==> src/rtl/bnn_pkg.sv <==
// Shared BNN pipeline types and default sizing.
// The argmax FSM state and the class/popcount widths shared with the output neuron.
package bnn_pkg;

  localparam int BNN_NUM_CLASSES = 10;
  localparam int BNN_THRESH_W    = 16;

  typedef enum logic [1:0] {
    IDLE = 2'd0,
    SCAN = 2'd1,
    DONE = 2'd2
  } argmax_state_t;

endpackage

==> src/rtl/output_argmax.sv <==
// Sequential argmax over one captured popcount vector; lowest index wins ties.
// Latency: result valid NUM_CLASSES-1 cycles after accept, held until out_ready.
// Backpressure: none on input; vectors offered while busy are dropped and flagged in sticky overrun.
module output_argmax
  import bnn_pkg::*;
#(
  parameter int  NUM_CLASSES = BNN_NUM_CLASSES,
  parameter int  THRESH_W    = BNN_THRESH_W,
  localparam int CLS_W       = $clog2(NUM_CLASSES)
) (
  input  logic                            clk,
  input  logic                            rst,
  input  logic                            in_valid,
  output logic                            in_ready,
  input  logic [NUM_CLASSES*THRESH_W-1:0] in_popcount,
  output logic                            out_valid,
  input  logic                            out_ready,
  output logic [CLS_W-1:0]                out_class,
  output logic [THRESH_W-1:0]             out_max,
  output logic                            overrun
);

  localparam logic [CLS_W-1:0] LAST_IDX = CLS_W'(NUM_CLASSES - 1);

  argmax_state_t       state_q, state_d;
  logic [CLS_W-1:0]    idx_q, idx_d;
  logic [CLS_W-1:0]    best_idx_q, best_idx_d;
  logic [THRESH_W-1:0] best_val_q, best_val_d;
  logic [THRESH_W-1:0] vec_q [NUM_CLASSES];
  logic [THRESH_W-1:0] vec_d [NUM_CLASSES];
  logic                overrun_q, overrun_d;

  assign in_ready  = (state_q == IDLE);
  assign out_valid = (state_q == DONE);
  assign out_class = best_idx_q;
  assign out_max   = best_val_q;
  assign overrun   = overrun_q;

  always_comb begin
    state_d    = state_q;
    idx_d      = idx_q;
    best_idx_d = best_idx_q;
    best_val_d = best_val_q;
    vec_d      = vec_q;
    // Any offer outside IDLE is lost, including one coinciding with the DONE handshake.
    overrun_d  = overrun_q | (in_valid & ~in_ready);

    unique case (state_q)
      IDLE: begin
        if (in_valid) begin
          for (int i = 0; i < NUM_CLASSES; i++) begin
            vec_d[i] = in_popcount[i*THRESH_W +: THRESH_W];
          end
          best_val_d = in_popcount[THRESH_W-1:0];
          best_idx_d = '0;
          idx_d      = CLS_W'(1);
          state_d    = SCAN;
        end
      end
      SCAN: begin
        if (vec_q[idx_q] > best_val_q) begin
          best_val_d = vec_q[idx_q];
          best_idx_d = idx_q;
        end
        if (idx_q == LAST_IDX) begin
          state_d = DONE;
        end else begin
          idx_d = idx_q + 1'b1;
        end
      end
      DONE: begin
        if (out_ready) begin
          state_d = IDLE;
        end
      end
      default: state_d = IDLE;
    endcase
  end

  always_ff @(posedge clk or posedge rst) begin
    if (rst) begin
      state_q    <= IDLE;
      idx_q      <= '0;
      best_idx_q <= '0;
      best_val_q <= '0;
      overrun_q  <= 1'b0;
      for (int i = 0; i < NUM_CLASSES; i++) begin
        vec_q[i] <= '0;
      end
    end else begin
      state_q    <= state_d;
      idx_q      <= idx_d;
      best_idx_q <= best_idx_d;
      best_val_q <= best_val_d;
      overrun_q  <= overrun_d;
      vec_q      <= vec_d;
    end
  end

endmodule
==> config.mk <==
export PLATFORM = sky130hd
export DESIGN_NAME = output_argmax
export DESIGN_NICKNAME = d
export VERILOG_FILES = /design/src/rtl/bnn_pkg.sv /design/src/rtl/output_argmax.sv
export SDC_FILE = /design/constraint.sdc
export NUM_CORES = 1
export LEC_CHECK = 0
export CORE_MARGIN = 1
export CORE_UTILIZATION = 51
export CTS_BUF_LIST = sky130_fd_sc_hd__clkbuf_4 sky130_fd_sc_hd__clkbuf_8 sky130_fd_sc_hd__clkbuf_16
export DETAILED_ROUTE_END_ITERATION = 10
export GPL_ROUTABILITY_DRIVEN = 0
export PLACE_DENSITY_LB_ADDON = 0.15
export SKIP_CTS_REPAIR_TIMING = 1
export SKIP_LAST_GASP = 1
export SLEW_MARGIN = 20
export SYNTH_ARGS = -nofsm -noshare
export SYNTH_HDL_FRONTEND = slang
export SYNTH_SLANG_ARGS = --single-unit
==> constraint.sdc <==
create_clock -name clk -period 7.6 [get_ports clk]
set_input_delay 0.76 -clock clk [delete_from_list [all_inputs] [get_ports clk]]
set_output_delay 0.76 -clock clk [all_outputs]
set_load 0.02 [all_outputs]
Yosys cells after proc, flatten, opt, wreduce, memory -nomap -nowiden
Index checks and enable logic that the tools add are counted.
{"block": "classes", "reduce_logical": 6, "shift": 0, "eq_ne": 8, "n_div": 0, "magnitude_cmp": 2, "n_addsub": 1, "multipliers": 0, "n_mux": 16, "n_bitwise": 4}
{"op": "$bmux 16 s4", "n": 1}
{"op": "$mux 16", "n": 4}
{"op": "$pmux 16 s2", "n": 1}
{"op": "$gt 16x16->1", "n": 1}
{"op": "$mux 4", "n": 4}
{"op": "$pmux 4 s2", "n": 2}
{"op": "$reduce_and 3->1", "n": 3}
{"op": "$ne 2x2->1 const B", "n": 4}
{"op": "$mux 2", "n": 3}
{"op": "$pmux 2 s3", "n": 1}
{"op": "$ge 5x5->1 const B", "n": 1}
{"op": "$not 4->5", "n": 1}
{"op": "$add 4x1->4 const B", "n": 1}
{"op": "$eq 4x4->1 const B", "n": 1}
{"op": "$eq 2x1->1 const B", "n": 1}
{"op": "$eq 2x2->1 const B", "n": 1}
{"op": "$logic_not 2->1", "n": 1}
{"op": "$ne 2x1->1 const B", "n": 1}
{"op": "$reduce_and 2->1", "n": 1}
{"op": "$reduce_bool 2->1", "n": 1}
{"op": "$and 1x1->1", "n": 1}
{"op": "$not 1->1", "n": 1}
{"op": "$or 1x1->1", "n": 1}
{"block": "totals", "in_bits": 164, "wordCells": 52, "memories": 0, "ff_bits": 187, "output_inout_bits": 23, "latchBits": 0, "mem_bits_ro": 0, "ram_bits": 0}

Longest topological paths before layout
{"block": "logic_depth", "word_depth": 7, "depth_mapped": 13, "mapped_depth_nobuf": 9}

Least setup slack after synthesis
OpenSTA, ideal clock, no wires.
{"block": "synth_path", "path_kind": "register to register", "startpoint": "register idx_q[0]", "endpoint": "register best_idx_q[1], in the netlist out_class[1]", "path_buffers": 3, "period_less_slack_ns": 3.152, "t_required_ns": 7.475, "slack_ns": 4.448, "arrival_time_ns": 3.027, "setup_time_ns": 0.125, "stages_incl_launch_ff": 12, "path_cell_list": "dfrtp_1 buf_6 buf_2 mux4_2 o2bb2ai_1 ha_1 a41o_1 a21oi_1 o2bb2ai_1 o31ai_1 buf_2 mux2_2"}
{"block": "synth_between", "elab_chain_cells": 7}
{"item": "from (decl)", "line_no": "output_argmax.sv:26", "text": "logic [CLS_W-1:0] idx_q, idx_d;"}
{"item": "from (signal assigned)", "line_no": "output_argmax.sv:92", "text": "idx_q <= idx_d;"}
{"item": "$not 4->5 (implied by the code)", "line_no": "output_argmax.sv:61", "text": "if (vec_q[idx_q] > best_val_q) begin"}
{"item": "$bmux 16 s4", "line_no": "output_argmax.sv:61"}
{"item": "$mux 16 (implied by the code) (2 in a row)", "line_no": "output_argmax.sv:61"}
{"item": "$gt 16x16->1", "line_no": "output_argmax.sv:61"}
{"item": "$ne 2x2->1 (no line)"}
{"item": "$reduce_and 3->1 (no line)"}
{"item": "to (signal assigned)", "line_no": "output_argmax.sv:93", "text": "best_idx_q <= best_idx_d;"}
{"item": "to (decl)", "line_no": "output_argmax.sv:27", "text": "logic [CLS_W-1:0] best_idx_q, best_idx_d;"}
Every way passes these cells. The select of a mux whose other input is x is not followed.
A chain may end at the register's enable or synchronous reset.

Worst setup path after layout
{"block": "layout_path", "startpoint": "register idx_q[0]", "endpoint": "register best_val_q[7], in the netlist out_max[7]"}
{"block": "layout_between", "elab_chain_cells": 7, "elab_cells_between_ends": 9, "cone_classes": "order compare (1); eq/ne (1); mux (5); bitwise (1); reduce/logical (1)"}
{"item": "$not 4->5 (implied by the code) *", "line_no": "output_argmax.sv:61, output_argmax.sv:62"}
{"item": "$bmux 16 s4 *", "line_no": "output_argmax.sv:61, output_argmax.sv:62"}
{"item": "$mux 16 (implied by the code) * (2 in a row)", "line_no": "output_argmax.sv:61, output_argmax.sv:62"}
{"item": "$gt 16x16->1", "line_no": "output_argmax.sv:61"}
{"item": "$ne 2x2->1 (no line)"}
{"item": "$reduce_and 3->1 (no line)"}
{"item": "to (signal assigned)", "line_no": "output_argmax.sv:94", "text": "best_val_q <= best_val_d;"}
{"item": "to (decl)", "line_no": "output_argmax.sv:28", "text": "logic [THRESH_W-1:0] best_val_q, best_val_d;"}
Mark *: on every way between the ends. The rest lies on a longest branch, timed or not. The select of a mux whose other input is x is not followed.

==> results.md <==
* Warnings from Yosys at 0
* Worst hold path type: reg -> reg
* Clock Latency Late Sink at ~440 ps
* Proportion of layout cells with a drive suffix above 1 at between 30 and 40%
* Final min period at 4233 ps
* Antenna-violating nets left at 0
* CTS Root Cell: clkbuf_16
* Synthesized area per cell at 14.86 um^2
* Starting density of the core at approximately 53%
* Top_reg_cell synth: dfrtp_1
* CP required at 7950 ps
* WL final at between 20000 and 25000 um
* CP Capture Type: register
* Ant diodes at 0
* Detailed Place HPWL at roughly 15000 um
* Syn Nets at 777
* R2R depth at 11
* Layout area overhead at 30.24%
* Max-slew headroom at a little over a quarter
* EDFF count, synth at 0
* All-layer global routing usage at between 20% and 30%
* Synth top area share at a little over half
* Setup Skew at 7.154 ps
* DR vias at roughly 5700
* H-tree levels at 4
* Mapped Area at 8841 um^2
* CP startpoint kind: register
* DIE AREA at 17870 um^2
* Max Root-Sink Buffers at 2
* Router iterations before antenna repair at 5
* Fin crit share at between 50% and 60%
* Max Freq at approximately 240 MHz
* IO Pins at ~190
* Crit path max fanout at between 50 and 60
* Gate count of the mapped netlist at roughly 600
* Ys async rst share at 100.0%
* Clock transition at path regs at approximately 70 ps
* Core area at ~17000 um^2
* Fin. max-slew vios at 0
* DP Worst Slack at 3383 ps
* Number of remaining DRC errors at 0
* Initial detailed-routing violation count at between 300 and 400
* Final setup vio count at 0
* Count of input and output buffers at 186
* RSZ-0062 raised after global routing: false
* CTS Buf Count at 17
* CTS tree: yes
* Vias in the first global route at slightly above 6000
* Worst Hold Depth at 1
* Nets@finish at between 900 and 1000
* Worst setup path class: reg -> reg
* Flop-to-flop setup slack at approximately 3400 ps
* Clk pwr share at a little under a fifth
* Synth Area in XOR/XNOR at less than 1%
* Die Height at 133.7 um
* Worst Max-Slew Pin Slew at approximately 1100 ps
* Comb pwr share at 46.0%
* Sequential power share at between 30 and 40%
* Wire per inst at 21.37 um
* Hold Violations, Final at 0
* Peak supply drop at ~0.00028 V
* Die span in x at ~130 um
* Largest net degree at the start of global routing at 102
* Post-synth top area cell: dfrtp_1
* P_leak at between 4 and 5 nW
* Top cells by area, synth: dfrtp_1, mux2_2, mux4_2, mux2i_1, ha_1
* Post-synthesis cell type count at 37
* Grt total ovfl at 0
* Fin worst setup slack at around 3400 ps
* Max-cap violation count at 0
* Setup TNS at 0 ps
* Sequential fraction of the synthesis area at between 50% and 60%
* Mux contribution to synthesized area at 34.83%
* Pint at about 3.5 mW
* Main combinational cell family by area after synthesis: multiplexers
* Arr. time, crit path at ~4600 ps
* Site row count at 47
* Adder-Cell Fraction of Synth Area at under 10%
* Net Sw Frac at 34.72%
* Pwr per Cell Area at ~460 nW/um^2
* Synth Area in Compound Gates at 4.571%
* Initial antenna violation count at 0
* Synth Area in Simple Gates at under 10%
* Synth Register Bits at between 150 and 200
* Sw Pwr at 1.842 mW
* Status: completed
* Sink Count at about 190
* Via-per-instance ratio at between 5 and 6
* Global-route wire length before repair at about 33000 um
## placed cells by master (no fill, tap or decap), drive strengths merged
| master | instances |
|---|---|
| a2bb2oi | 1 |
| bufinv | 5 |
| o21ai | 4 |
| xnor2 | 1 |
| and2 | 1 |
| nand3 | 1 |
| o31ai | 1 |
| a22oi | 16 |
| nor2 | 8 |
| nand4 | 4 |
| a21o | 1 |
| clkbuf | 18 |
| a21oi | 6 |
| o2bb2ai | 16 |
| inv | 25 |
| clkinv | 5 |
| mux2 | 181 |
| o211ai | 2 |
| mux4 | 32 |
| nand2b | 3 |
| nor2b | 4 |
| clkinvlp | 2 |
| dfrtp | 187 |
| a41oi | 1 |
| mux2i | 32 |
| a2111oi | 1 |
| nor4 | 1 |
| nand4b | 1 |
| clkdlybuf4s50 | 186 |
| ha | 18 |
| a22o | 1 |
| nand2 | 8 |
| buf | 6 |
| a211oi | 1 |
| a41o | 1 |
## through the flow
stage	power, mW	utilization (%)	instance area (um^2)	std cells	hold slack [ps]
floorplan	3.547	-	8841	595	474.5
global placement	4.176	64.65	10840	967	449.9
detailed placement	4.329	64.80	10860	969	468.6
CTS	5.329	68.68	11510	1001	485.0
global route	5.606	68.70	11510	1001	515.3
finish	5.304	68.70	11510	1001	485.0
## cell usage after synthesis, types with 2 or more instances
cell type / number
a21oi_1: 6
a22oi_1: 15
buf_1: 3
buf_2: 27
buf_6: 3
clkbuf_1: 4
dfrtp_1: 187
ha_1: 18
inv_1: 22
mux2_2: 181
mux2i_1: 32
mux4_2: 32
nand2_1: 8
nand2b_1: 3
nand4_1: 4
nor2_1: 8
nor2b_1: 4
o211ai_1: 2
o21ai_0: 3
o2bb2ai_1: 16
## layer usage
| layer | share of wire (%) | GRT usage (%) |
|---|---|---|
| met1 | 40 | 32.29 |
| met2 | 50 | 41.29 |
| met3 | 6.8 | 6.012 |
| met4 | 3.1 | 11.11 |
| met5 | 0 | 0 |
## registers in the layout, summed over array words and instances, names as in the netlist
register,cells
vec_q,160
out_max,16
idx_q,4
out_class,4
state_q,2
overrun,1
## worst max-delay path, stage by stage (launching register included)
cell	delay, ps
dfrtp_4	1000
mux4_2	620
a22oi_1	200
o2bb2ai_1	120
ha_1	360
a41oi_1	250
o21ai_0	170
o2bb2ai_1	200
o31ai_4	580
buf_6	230
buf_6	160
mux2i_1	210
## cells by family (layout without fill, tap and decap cells)
family,after synthesis,after routing
adders and majority gates,18,18
xor gates and xnor gates,1,1
buffers and inverters,61,247
muxes,245,245
and+or+nand+nor,31,31
AOI/OAI and AO/OA,52,52
DFF,187,187
## power groups by stage
stage	clock (mW)	combinational [mW]	sequential (mW)
5_1_grt	1.03	2.62	1.95
3_5_place_dp	0	2.43	1.90
2_1_floorplan	0	1.80	1.75
3_3_place_gp	0	2.30	1.87
6_report	0.980	2.44	1.88
4_1_cts	0.994	2.45	1.88
## worst paths after layout
| path | to | startpoint |
|---|---|---|
| hold reg to reg | overrun | overrun |
| min in group asynchronous | vec_q[9] | rst |
| setup reg to reg | out_max[7] | idx_q[0] |
| setup / recovery | out_max[7] | idx_q[0] |
| hold / removal | overrun | overrun |
| max in group asynchronous | vec_q[134] | rst |
## layout make-up
class                   instances  area, um^2
inverters                      23       93.84
clock inverters                14       217.7
fillers                      1171        5245
repair buffers                192        1918
clock buffers                  18       432.9
well taps                     220       275.3
flip-flops and latches        187        4683
multi-input cells             347        3894
Note: power is estimated with default switching activity, not from simulation.
